<file path="src/rtl/global_history_tracker.sv">
// Speculative global branch history register with per-stage checkpoints
// (D/E/M), E-stage misprediction repair and a committed copy used to
// recover from traps.
module global_history_tracker #(
   parameter int k = 10
) (
   input  logic         clk,
   input  logic         reset,
   input  logic         StallF,
   input  logic         StallD,
   input  logic         StallE,
   input  logic         StallM,
   input  logic         FlushD,
   input  logic         FlushE,
   input  logic         FlushM,
   input  logic         PredBranchF,
   input  logic         PredDirF,
   input  logic         BranchE,
   input  logic         PCSrcE,
   input  logic         BranchM,
   input  logic         PCSrcM,
   input  logic         RestoreHistoryW,
   output logic [k-1:0] GHRF,
   output logic [k-1:0] GHRM,
   output logic [k-1:0] GHRCommit,
   output logic         RepairE
);

   logic [k-1:0] r_spec_ghr;
   logic [k-1:0] r_commit_ghr;

   // Checkpoints: history seen at lookup, predicted-branch flag, predicted direction.
   logic [k-1:0] r_hist_d, r_hist_e, r_hist_m;
   logic         r_pb_d, r_pb_e, r_pb_m;
   logic         r_pd_d, r_pd_e, r_pd_m;

   logic         w_shift_f;
   logic         w_repair;
   logic         w_commit_en;
   logic [k-1:0] w_commit_next;
   logic [k-1:0] w_spec_next;

   // Next-state selection: restore beats repair beats speculative shift.
   // The restore value includes a same-cycle commit shift so a trap taken
   // while a branch retires does not lose that branch's outcome.
   always_comb begin
      w_shift_f     = PredBranchF & ~StallF;
      w_repair      = BranchE & ~StallE & ~FlushE & (~r_pb_e | (r_pd_e != PCSrcE));
      w_commit_en   = BranchM & ~StallM & ~FlushM;
      w_commit_next = r_commit_ghr;
      if (w_commit_en)
         w_commit_next = {r_commit_ghr[k-2:0], PCSrcM};
      w_spec_next = r_spec_ghr;
      if (RestoreHistoryW)
         w_spec_next = w_commit_next;
      else if (w_repair)
         w_spec_next = {r_hist_e[k-2:0], PCSrcE};
      else if (w_shift_f)
         w_spec_next = {r_spec_ghr[k-2:0], PredDirF};
   end

   // Speculative and committed history registers.
   always_ff @(posedge clk or negedge reset) begin
      if (!reset) begin
         r_spec_ghr   <= '0;
         r_commit_ghr <= '0;
      end else begin
         r_spec_ghr   <= w_spec_next;
         r_commit_ghr <= w_commit_next;
      end
   end

   // D checkpoint: snapshot of the history used by the instruction leaving F.
   always_ff @(posedge clk or negedge reset) begin
      if (!reset) begin
         r_hist_d <= '0;
         r_pb_d   <= 1'b0;
         r_pd_d   <= 1'b0;
      end else if (FlushD) begin
         r_hist_d <= '0;
         r_pb_d   <= 1'b0;
         r_pd_d   <= 1'b0;
      end else if (!StallD) begin
         r_hist_d <= r_spec_ghr;
         r_pb_d   <= PredBranchF;
         r_pd_d   <= PredDirF;
      end
   end

   // E checkpoint: advances from D; flush wins over the enable.
   always_ff @(posedge clk or negedge reset) begin
      if (!reset) begin
         r_hist_e <= '0;
         r_pb_e   <= 1'b0;
         r_pd_e   <= 1'b0;
      end else if (FlushE) begin
         r_hist_e <= '0;
         r_pb_e   <= 1'b0;
         r_pd_e   <= 1'b0;
      end else if (!StallE) begin
         r_hist_e <= r_hist_d;
         r_pb_e   <= r_pb_d;
         r_pd_e   <= r_pd_d;
      end
   end

   // M checkpoint: advances from E; its history indexes the predictor update.
   always_ff @(posedge clk or negedge reset) begin
      if (!reset) begin
         r_hist_m <= '0;
         r_pb_m   <= 1'b0;
         r_pd_m   <= 1'b0;
      end else if (FlushM) begin
         r_hist_m <= '0;
         r_pb_m   <= 1'b0;
         r_pd_m   <= 1'b0;
      end else if (!StallM) begin
         r_hist_m <= r_hist_e;
         r_pb_m   <= r_pb_e;
         r_pd_m   <= r_pd_e;
      end
   end

   assign GHRF      = r_spec_ghr;
   assign GHRM      = r_hist_m;
   assign GHRCommit = r_commit_ghr;
   assign RepairE   = w_repair;

endmodule

</file>
<file path="config.mk">
export PLATFORM = sky130hd
export DESIGN_NAME = global_history_tracker
export DESIGN_NICKNAME = d
export VERILOG_FILES = /design/src/rtl/global_history_tracker.sv
export SDC_FILE = /design/constraint.sdc
export NUM_CORES = 1
export LEC_CHECK = 0
export BUFFER_PORTS_ARGS = -buffer_cell sky130_fd_sc_hd__buf_2
export CORE_MARGIN = 4
export CORE_UTILIZATION = 49
export CTS_CLUSTER_SIZE = 14
export DETAILED_ROUTE_END_ITERATION = 10
export MAX_ROUTING_LAYER = met4
export PLACE_DENSITY = 0.83
export SLEW_MARGIN = 20
export SYNTH_ARGS = -nofsm -noshare
export SYNTH_HDL_FRONTEND = slang
export SYNTH_SLANG_ARGS = --single-unit
</file>
<file path="constraint.sdc">
create_clock -name clk -period 1.5 [get_ports clk]
set_input_delay 0.3 -clock clk [delete_from_list [all_inputs] [get_ports clk]]
set_output_delay 0.3 -clock clk [all_outputs]
set_load 0.02 [all_outputs]
</file>
=== Word level (Yosys, flattened, before mapping) ===
Cells that the tools add are included.

* Register bits: 54
* Bits of input ports: 16
* Word-level logic and storage cells: 45

* Eq/ne operators: 4
* Multiplexer cells: 18
* Bitwise operators: 13
* Reductions and logical operators: 1

{| class="wikitable"
|+ Operators with widths
! operator !! number
|-
| two-way mux 10 bit || 10
|-
| two-way mux 1 bit || 8
|-
| AND 1 bit || 6
|-
| != test 2 x 1 -> 1 bit (second input constant) || 3
|-
| inverter 1 bit || 6
|-
| nonzero test 3 bit || 1
|-
| != test 1 bit || 1
|-
| bitwise OR 1 bit || 1
|}

=== Longest topological paths before layout ===
Gate-level depths: netlist of run 1.

* Depth in word-level cells: 6
* Mapped depth: 6

=== Worst setup path before layout of run 1 ===
OpenSTA, ideal clock, no wires.

* Path type: register -> register
* From: register r_pd_e
* To: register r_spec_ghr[3] (netlist: GHRF[3])
* Setup time: 130 ps
* Arrival time: 1293 ps
* Data required time: 1370 ps
* Setup slack: 78 ps
* Cell stages (with the launch flop): 6
* Path buffers: 1
* Period minus slack after synthesis: 1422 ps
* Cell sequence: dfrtp_1 > nor2b_1 > o31a_4 > buf_6 > o32ai_1 > a21oi_1

* Word-level cells in the longest chain between the ends: 5

{| class="wikitable"
|+ RTL lines
! element !! line !! RTL
|-
| from (decl) || 35 || <nowiki>logic r_pd_d, r_pd_e, r_pd_m;</nowiki>
|-
| from (signal assigned) || 103 || <nowiki>r_pd_e <= r_pd_d;</nowiki>
|-
| != test 1 bit * || 48 || <nowiki>w_repair = BranchE & ~StallE & ~FlushE & (~r_pb_e | (r_pd_e != PCSrcE));</nowiki>
|-
| bitwise OR 1 bit * || 48 ||
|-
| AND 1 bit * || 48 ||
|-
| net RepairE || 26 || <nowiki>output logic RepairE</nowiki>
|-
| two-way mux 10 bit || 56 || <nowiki>else if (w_repair)</nowiki>
|-
| two-way mux 10 bit || 54 || <nowiki>if (RestoreHistoryW)</nowiki>
|-
| to (signal assigned) || 68 || <nowiki>r_spec_ghr <= w_spec_next;</nowiki>
|-
| to (decl) || 29 || <nowiki>logic [k-1:0] r_spec_ghr;</nowiki>
|}

Mark *: on every way through the listed nets, which the timed path passes. The rest lies on a longest branch.
A chain may end at the register's enable or synchronous reset.

=== Final worst setup path of run 1 ===
* From: register r_pd_e
* To: register r_spec_ghr[8] (netlist: GHRF[8])

* Word-level cells in the longest chain between the ends: 5

{| class="wikitable"
|+ RTL lines
! element !! line
|-
| != test 1 bit * || 48
|-
| bitwise OR 1 bit * || 48
|-
| AND 1 bit * || 48
|-
| two-way mux 10 bit || 56
|-
| two-way mux 10 bit || 54
|}

Mark *: on every way between the ends. The rest lies on a longest branch, timed or not.

==> results of run 1 <==
-- power by group through the flow --
stage / registers (mW) / clock network [mW] / logic, mW
detailed placement: 1.91 / 0 / 1.02
CTS: 1.89 / 0.864 / 1.11
floorplan: 2.10 / 0 / 0.423
global placement: 1.90 / 0 / 0.993
finish: 1.91 / 0.837 / 1.18
global route: 1.95 / 0.930 / 1.26
-- registers in the layout, summed over array words and instances (netlist names), 10 cells and up --
signal / count
GHRCommit: 10
r_hist_e: 10
r_hist_d: 10
GHRM: 10
GHRF: 10
-- cell type report --
cell class	instances	share of cell area, %
sequential	54	43.9
timing repair buffer	63	13.7
clock inverter	1	0.163
tap	67	2.72
clock buffer	7	2.80
inverter	3	0.366
multi-input combinational	120	36.4
-- worst min-delay path by stage --
stage	end	from	slack, ns
2_1_floorplan	GHRCommit[0]	reset	0.004
3_3_place_gp	GHRM[5]	reset	0.32
3_5_place_dp	GHRM[5]	reset	0.32
4_1_cts	GHRCommit[0]	PCSrcM	0.26
5_1_grt	GHRCommit[0]	PCSrcM	0.27
6_report	GHRCommit[0]	PCSrcM	0.25
-- cells by family after synthesis --
family | Yosys count | share of synthesized area, %
mux | 54 | 22.9
flops | 54 | 56.1
simple gates | 41 | 7.94
compound gates | 25 | 8.93
buf+inv | 16 | 4.10
-- routing by layer --
metal / vias up / part of all wire (%) / global-route usage, %
li1: 782 / - / -
met5: - / 0 / -
met1: 819 / 43 / 23.6
met3: 15 / 5.3 / 4.13
met4: 0 / 2.9 / 7.34
met2: 58 / 49 / 31.1
-- repair_timing --
action,in CTS,in global routing
gates cloned,0,1
setup endpoints to repair,10,11
hold buffers,1,0
pin swaps,3,3
hold endpoints to repair,54,0
resized for setup,15,10
setup buffers,4,0
-- cell usage in the layout (no fill, tap or decap) --
master,count
mux2i_4,2
buf_2,45
and2b_1,1
buf_4,12
o21a_4,1
buf_6,1
nor3b_4,1
o31a_4,1
nor3_4,1
clkbuf_16,1
nor2b_4,2
clkbuf_1,1
a21oi_2,5
nor2_1,34
o32ai_4,5
a2bb2oi_1,1
dfrtp_1,54
mux2_2,1
o21ai_0,2
buf_12,3
inv_1,3
a31o_1,1
mux2_1,9
a21oi_1,5
clkbuf_8,6
clkinv_2,1
mux2i_1,42
nand3_1,1
o32ai_2,4
nor3b_1,1
dlygate4sd3_1,1
==> summary.txt, run 1 <==
Setup path
  • Worst EP arrival: 1.84 ns
  • CP Cell Sequence: nor2b_4 > o31a_4 > buf_4 > clkbuf_16 > o32ai_4 > a21oi_2
  • Worst r2r src: r_pd_e
  • CP endpoint kind: register
  • Internal reg-to-reg setup slack: -0.14 ns
  • Crit path launch: r_pd_e
  • CP required: 1.70 ns
  • CP Max Fanout: 5
  • Critical path startpoint category: register
  • Worst setup endpoint: GHRF[8]
  • Crit path depth: 6
  • Slowest cell on the critical path: dfrtp_1
  • R2r endpoint: GHRF[8]
  • Top Family by Delay on Critical Path: compound AO/OA/AOI/OAI gates
  • Critical path's largest stage delay: 0.41 ns
  • CP Class: reg -> reg
  • CP bufs+invs: 2
  • Worst r2r path cells: 6

Placed design
  • Placed cells: 301
  • RePlAce Congestion: 0.760
  • # port buffers: 46
  • Hpwl dp: 3630 um
  • Post-Place Setup Slack: -0.130 ns
  • Post-DP Area: 2760 um^2

Worst hold path
  • Worst hold stages: 2
  • Worst hold path type: in -> reg

Detailed routing
  • Drt drc: 0
  • Routed WL: 5480 um
  • Via count: 1674
  • DR WL/cell: 17.4 um
  • Initial DRC count: 93
  • Antenna Nets Post-Route: 0
  • Pre-Repair DR Iteration Count: 4
  • Via density: 5.31

Timing
  • Maximum clock frequency: 611 MHz
  • Least-Margin Pin Slew: 0.398 ns
  • Final setup fails: 11
  • Final clock skew: 0.00729 ns
  • Setup ws final: -0.137 ns
  • Final hold slack: 0.252 ns
  • Max Slew Vio Count: 0
  • Sum Neg Setup Slack: -1.02 ns
  • RSZ-0062 raised after global routing: true
  • Tmin final: 1.64 ns
  • Fin crit share: 109%
  • Max_slew headroom: 73.2%
  • Final number of hold-violating endpoints: 0

Outcome
  • Failing checks: setup timing
  • Status: complete, but fails checks

Synthesis
  • Predominant post-synthesis flop cell: dfrtp_1
  • Async SR Flop Fraction: 100%
  • Post-Synthesis Cells: 190
  • Synth top cells by count: dfrtp_1, mux2i_1, nor2_1, mux2_1, a21oi_1
  • Library cells used by synthesis: 26
  • Synth Warn #: 0
  • Yosys reg bits: 54
  • Leading area contributor after synthesis: dfrtp_1
  • EDFF count, synth: 0
  • Syn Area/Cell: 12.7 um^2
  • Synth Net Count: 206
  • Seq/Total Area, Yosys: 56.1%
  • Post-synth top area share: 56.1%
  • Synth top area cells: dfrtp_1, mux2i_1, nor2_1, mux2_1, o32ai_1
  • Dominant cell by count in the synthesized netlist: dfrtp_1
  • Mapped cell area: 2410 um^2

Finish
  • Layout area overhead: 27.8%
  • Post-layout net count: 263
  • Final instance area: 3080 um^2
  • Diode count: 0
  • Layout cells sized above 1: 37.1%
  • Final Util: 64.8%
  • Area occupied by registers: 1350 um^2
  • Fillers: 386
  • Multi-input logic area: 1120 um^2
  • Post-Layout Cell Count: 315

Pwr
  • Cell Int Power: 2.56 mW
  • Pwr dens: 1280 nW/um^2
  • Leakage: 1.52 nW
  • Pwr Total: 3.94 mW
  • Gate power share: 30.1%
  • Clk pwr share: 21.3%
  • Sw frac: 34.9%
  • Reg power frac: 48.6%
  • Maximum vdd drop: 672 uV
  • P_sw: 1.37 mW

Floorplanning
  • Die height: 78.1 um
  • Die Wd: 78.1 um
  • FP Rows: 25
  • Starting Density: 50.7%
  • Std-Cell Core Area: 4750 um^2
  • Die area: 6100 um^2
  • Ports: 47

CTS
  • Root buffer cell: clkbuf_8
  • CTS Buf Count: 5
  • CTS tree: built
  • Num Clock Sinks: 54
  • Clk Latency, worst-skew pair: 0.31 ns
  • Max Root-Sink Buffers: 2
  • Reg clk slew, reported paths: 0.09 ns
  • H-tree levels: 2

Global route
  • Total grt overflow: 0
  • Maximum number of pins on one net before global-route repair: 55
  • Number of global-route vias before repair: 1696
  • Initial antenna violation count: 0
  • GRT Total Usage: 19.1%
  • First-pass GRT wire length: 8690 um

Job
  • Max-cap violation count: 0
Power figures use the tool's default switching activity.
==> inputs of run 2 (changes only) <==
--- a/config.mk
+++ b/config.mk
@@ -12,6 +12,7 @@
 export DETAILED_ROUTE_END_ITERATION = 10
 export MAX_ROUTING_LAYER = met4
 export PLACE_DENSITY = 0.83
+export REMOVE_ABC_BUFFERS = 1
 export SLEW_MARGIN = 20
 export SYNTH_ARGS = -nofsm -noshare
 export SYNTH_HDL_FRONTEND = slang
==> run 2 against run 1 <==
- the flow still finishes with violations (setup timing)
- register-to-register slack gained 0.09 ns
- final area hardly changed
- sequential power about the same
- core utilization barely moved
- sequential share of layout area hardly changed
- sequential cell count unchanged
- wire length fell by 7.9%
- die area did not move
==> summary.txt, run 2 (same netlist as run 1, synthesis figures left out) <==
CTS
  • Max Root-Sink Buffers: 2 (unchanged)
  • CTS Buf Count: 5 (unchanged)
  • Reg clk slew, reported paths: 0.09 ns (about the same)
  • H-tree levels: 2 (unchanged)
  • Num Clock Sinks: 54 (unchanged)
  • Root buffer cell: clkbuf_8
  • CTS tree: built
  • Clk Latency, worst-skew pair: 0.31 ns (about the same)

Timing
  • Final clock skew: 0.00654 ns (-0.000742 ns)
  • Max_slew headroom: 68.9% (-4.3 points)
  • Max Slew Vio Count: 0 (unchanged)
  • Final number of hold-violating endpoints: 0 (unchanged)
  • Setup ws final: -0.129 ns (+0.00825 ns)
  • Tmin final: 1.63 ns (-0.00825 ns)
  • Least-Margin Pin Slew: 0.467 ns (+0.0691 ns)
  • Fin crit share: 109% (-0.55 points)
  • Final hold slack: 0.262 ns (+0.00987 ns)
  • Final setup fails: 8 (-3)
  • RSZ-0062 raised after global routing: true
  • Maximum clock frequency: 614 MHz (+0.51%)

Pwr
  • Pwr dens: 1300 nW/um^2 (+2.0%)
  • Leakage: 1.51 nW (-0.39%)
  • Maximum vdd drop: 1100 uV (+64%)
  • Pwr Total: 4.01 mW (+2.0%)
  • Clk pwr share: 24.2% (+2.9 points)
  • Gate power share: 28.1% (-2.0 points)
  • Sw frac: 33.4% (-1.5 points)
  • P_sw: 1.34 mW (-2.3%)
  • Reg power frac: 47.7% (-0.9 points)
  • Cell Int Power: 2.67 mW (+4.3%)

Detailed routing
  • Initial DRC count: 106 (+14%)
  • Routed WL: 5040 um (-7.9%)
  • Antenna Nets Post-Route: 0 (unchanged)
  • Drt drc: 0 (unchanged)
  • Pre-Repair DR Iteration Count: 7 (+3)
  • DR WL/cell: 16.0 um (-7.9%)
  • Via count: 1658 (-0.96%)
  • Via density: 5.26 (-0.96%)

Global route
  • GRT Total Usage: 17.5% (-1.6 points)
  • First-pass GRT wire length: 8040 um (-7.5%)
  • Maximum number of pins on one net before global-route repair: 27 (-51%)
  • Initial antenna violation count: 0 (unchanged)
  • Number of global-route vias before repair: 1618 (-4.6%)
  • Total grt overflow: 0 (unchanged)

Floorplanning
  • Die area: 6100 um^2 (unchanged)
  • Starting Density: 50.7% (unchanged)
  • Ports: 47 (unchanged)
  • Die Wd: 78.1 um (unchanged)
  • FP Rows: 25 (unchanged)
  • Std-Cell Core Area: 4750 um^2 (unchanged)
  • Die height: 78.1 um (unchanged)

Worst hold path
  • Worst hold path type: in -> reg

Setup path
  • Internal reg-to-reg setup slack: -0.05 ns (+0.09 ns)
  • Worst EP arrival: 1.33 ns (-0.51 ns)
  • CP Max Fanout: 3 (-2)
  • Critical path startpoint category: register
  • CP required: 1.20 ns (-0.50 ns)
  • CP endpoint kind: output pin
  • CP Class: reg -> out

Placed design
  • Post-DP Area: 2770 um^2 (+0.54%)
  • Placed cells: 303 (+0.66%)
  • RePlAce Congestion: 0.764 (+0.43%)
  • Hpwl dp: 3580 um (-1.5%)
  • # port buffers: 46 (unchanged)

Finish
  • Post-layout net count: 263 (unchanged)
  • Multi-input logic area: 1110 um^2 (-1.2%)
  • Commonest non-fill, non-tap cells in the layout: dfrtp_1, buf_2, mux2i_1
  • Post-Layout Cell Count: 315 (unchanged)
  • Diode count: 0 (unchanged)
  • Layout area overhead: 27.7% (about the same)
  • Fillers: 368 (-4.7%)
  • Area occupied by registers: 1350 um^2 (unchanged)
  • Layout cells sized above 1: 38.3% (+1.2 points)
  • Commonest non-fill, non-tap cell in the layout: dfrtp_1
  • Final Util: 64.7% (about the same)
  • Final instance area: 3080 um^2 (about the same)

Job
  • Max-cap violation count: 0 (unchanged)

Outcome
  • Status: complete, but fails checks
  • Failing checks: setup timing
run 2: cell count changes in the layout (fill, tap and decap cells not counted), sizes merged:
cell / before / now
clkinvlp: 0 / 2
bufinv: 0 / 1
clkbuf: 8 / 5
clkinv: 1 / 0
buf: 61 / 62
run 2: critical path: stages (launching register included):
cell and delay (ns):
dfrtp_1 0.40, nor2b_4 0.13, o31a_4 0.36, buf_6 0.14
run 2: layout make-up:
| type | count | share of cell area [%] |
|---|---|---|
| multi-input cells | 120 | 35.9 |
| clock inverters | 3 | 1.46 |
| repair buffers | 63 | 13.4 |
| clock buffers | 5 | 2.24 |
| well taps | 67 | 2.72 |
| flip-flops and latches | 54 | 43.9 |
| inverters | 3 | 0.366 |
run 2: through the flow:
stage / setup slack [ns] / TNS (ns)
floorplan: -0.384 / -5.37
global placement: -0.0452 / -0.256
detailed placement: -0.0721 / -0.483
CTS: -0.134 / -0.276
global route: -0.167 / -0.813
finish: -0.129 / -0.355
run 2: final timing paths:
| path | start | to | depth (start not counted) |
|---|---|---|---|
| hold / removal | PredBranchF | r_pb_d | 3 |
| hold reg to reg | r_hist_d[6] | r_hist_e[6] | 2 |
| max in group asynchronous | reset | r_hist_d[6] | 3 |
| setup reg to reg | r_pd_e | GHRF[6] | 6 |
| setup / recovery | r_pd_e | RepairE | 3 |
| min in group asynchronous | reset | GHRF[3] | 2 |
run 2: repair_timing:
item                                    CTS  global route
endpoints found under the setup margin   10            11
hold endpoints to repair                 18             0
hold buffers                              1             0
pin swaps                                 8             4
setup buffers                             4             0
resized for setup                        13            15
run 2: routing by layer:
layer  vias to the layer above  share of wire (%)  global-route usage [%]
met3                         7                3.2                    2.87
met2                        46                 50                    28.4
met4                         0                1.8                    6.82
li1                        788                  -                       -
met1                       817                 45                    22.1
met5                         -                  0                       -
run 2: power groups by stage:
stage | logic [mW] | clock network (mW) | registers [mW]
after floorplan | 0.379 | 0 | 2.10
after detailed placement | 0.993 | 0 | 1.90
after CTS | 1.06 | 0.979 | 1.89
after global placement | 0.967 | 0 | 1.90
final | 1.13 | 0.971 | 1.91
after global routing | 1.22 | 1.03 | 1.95
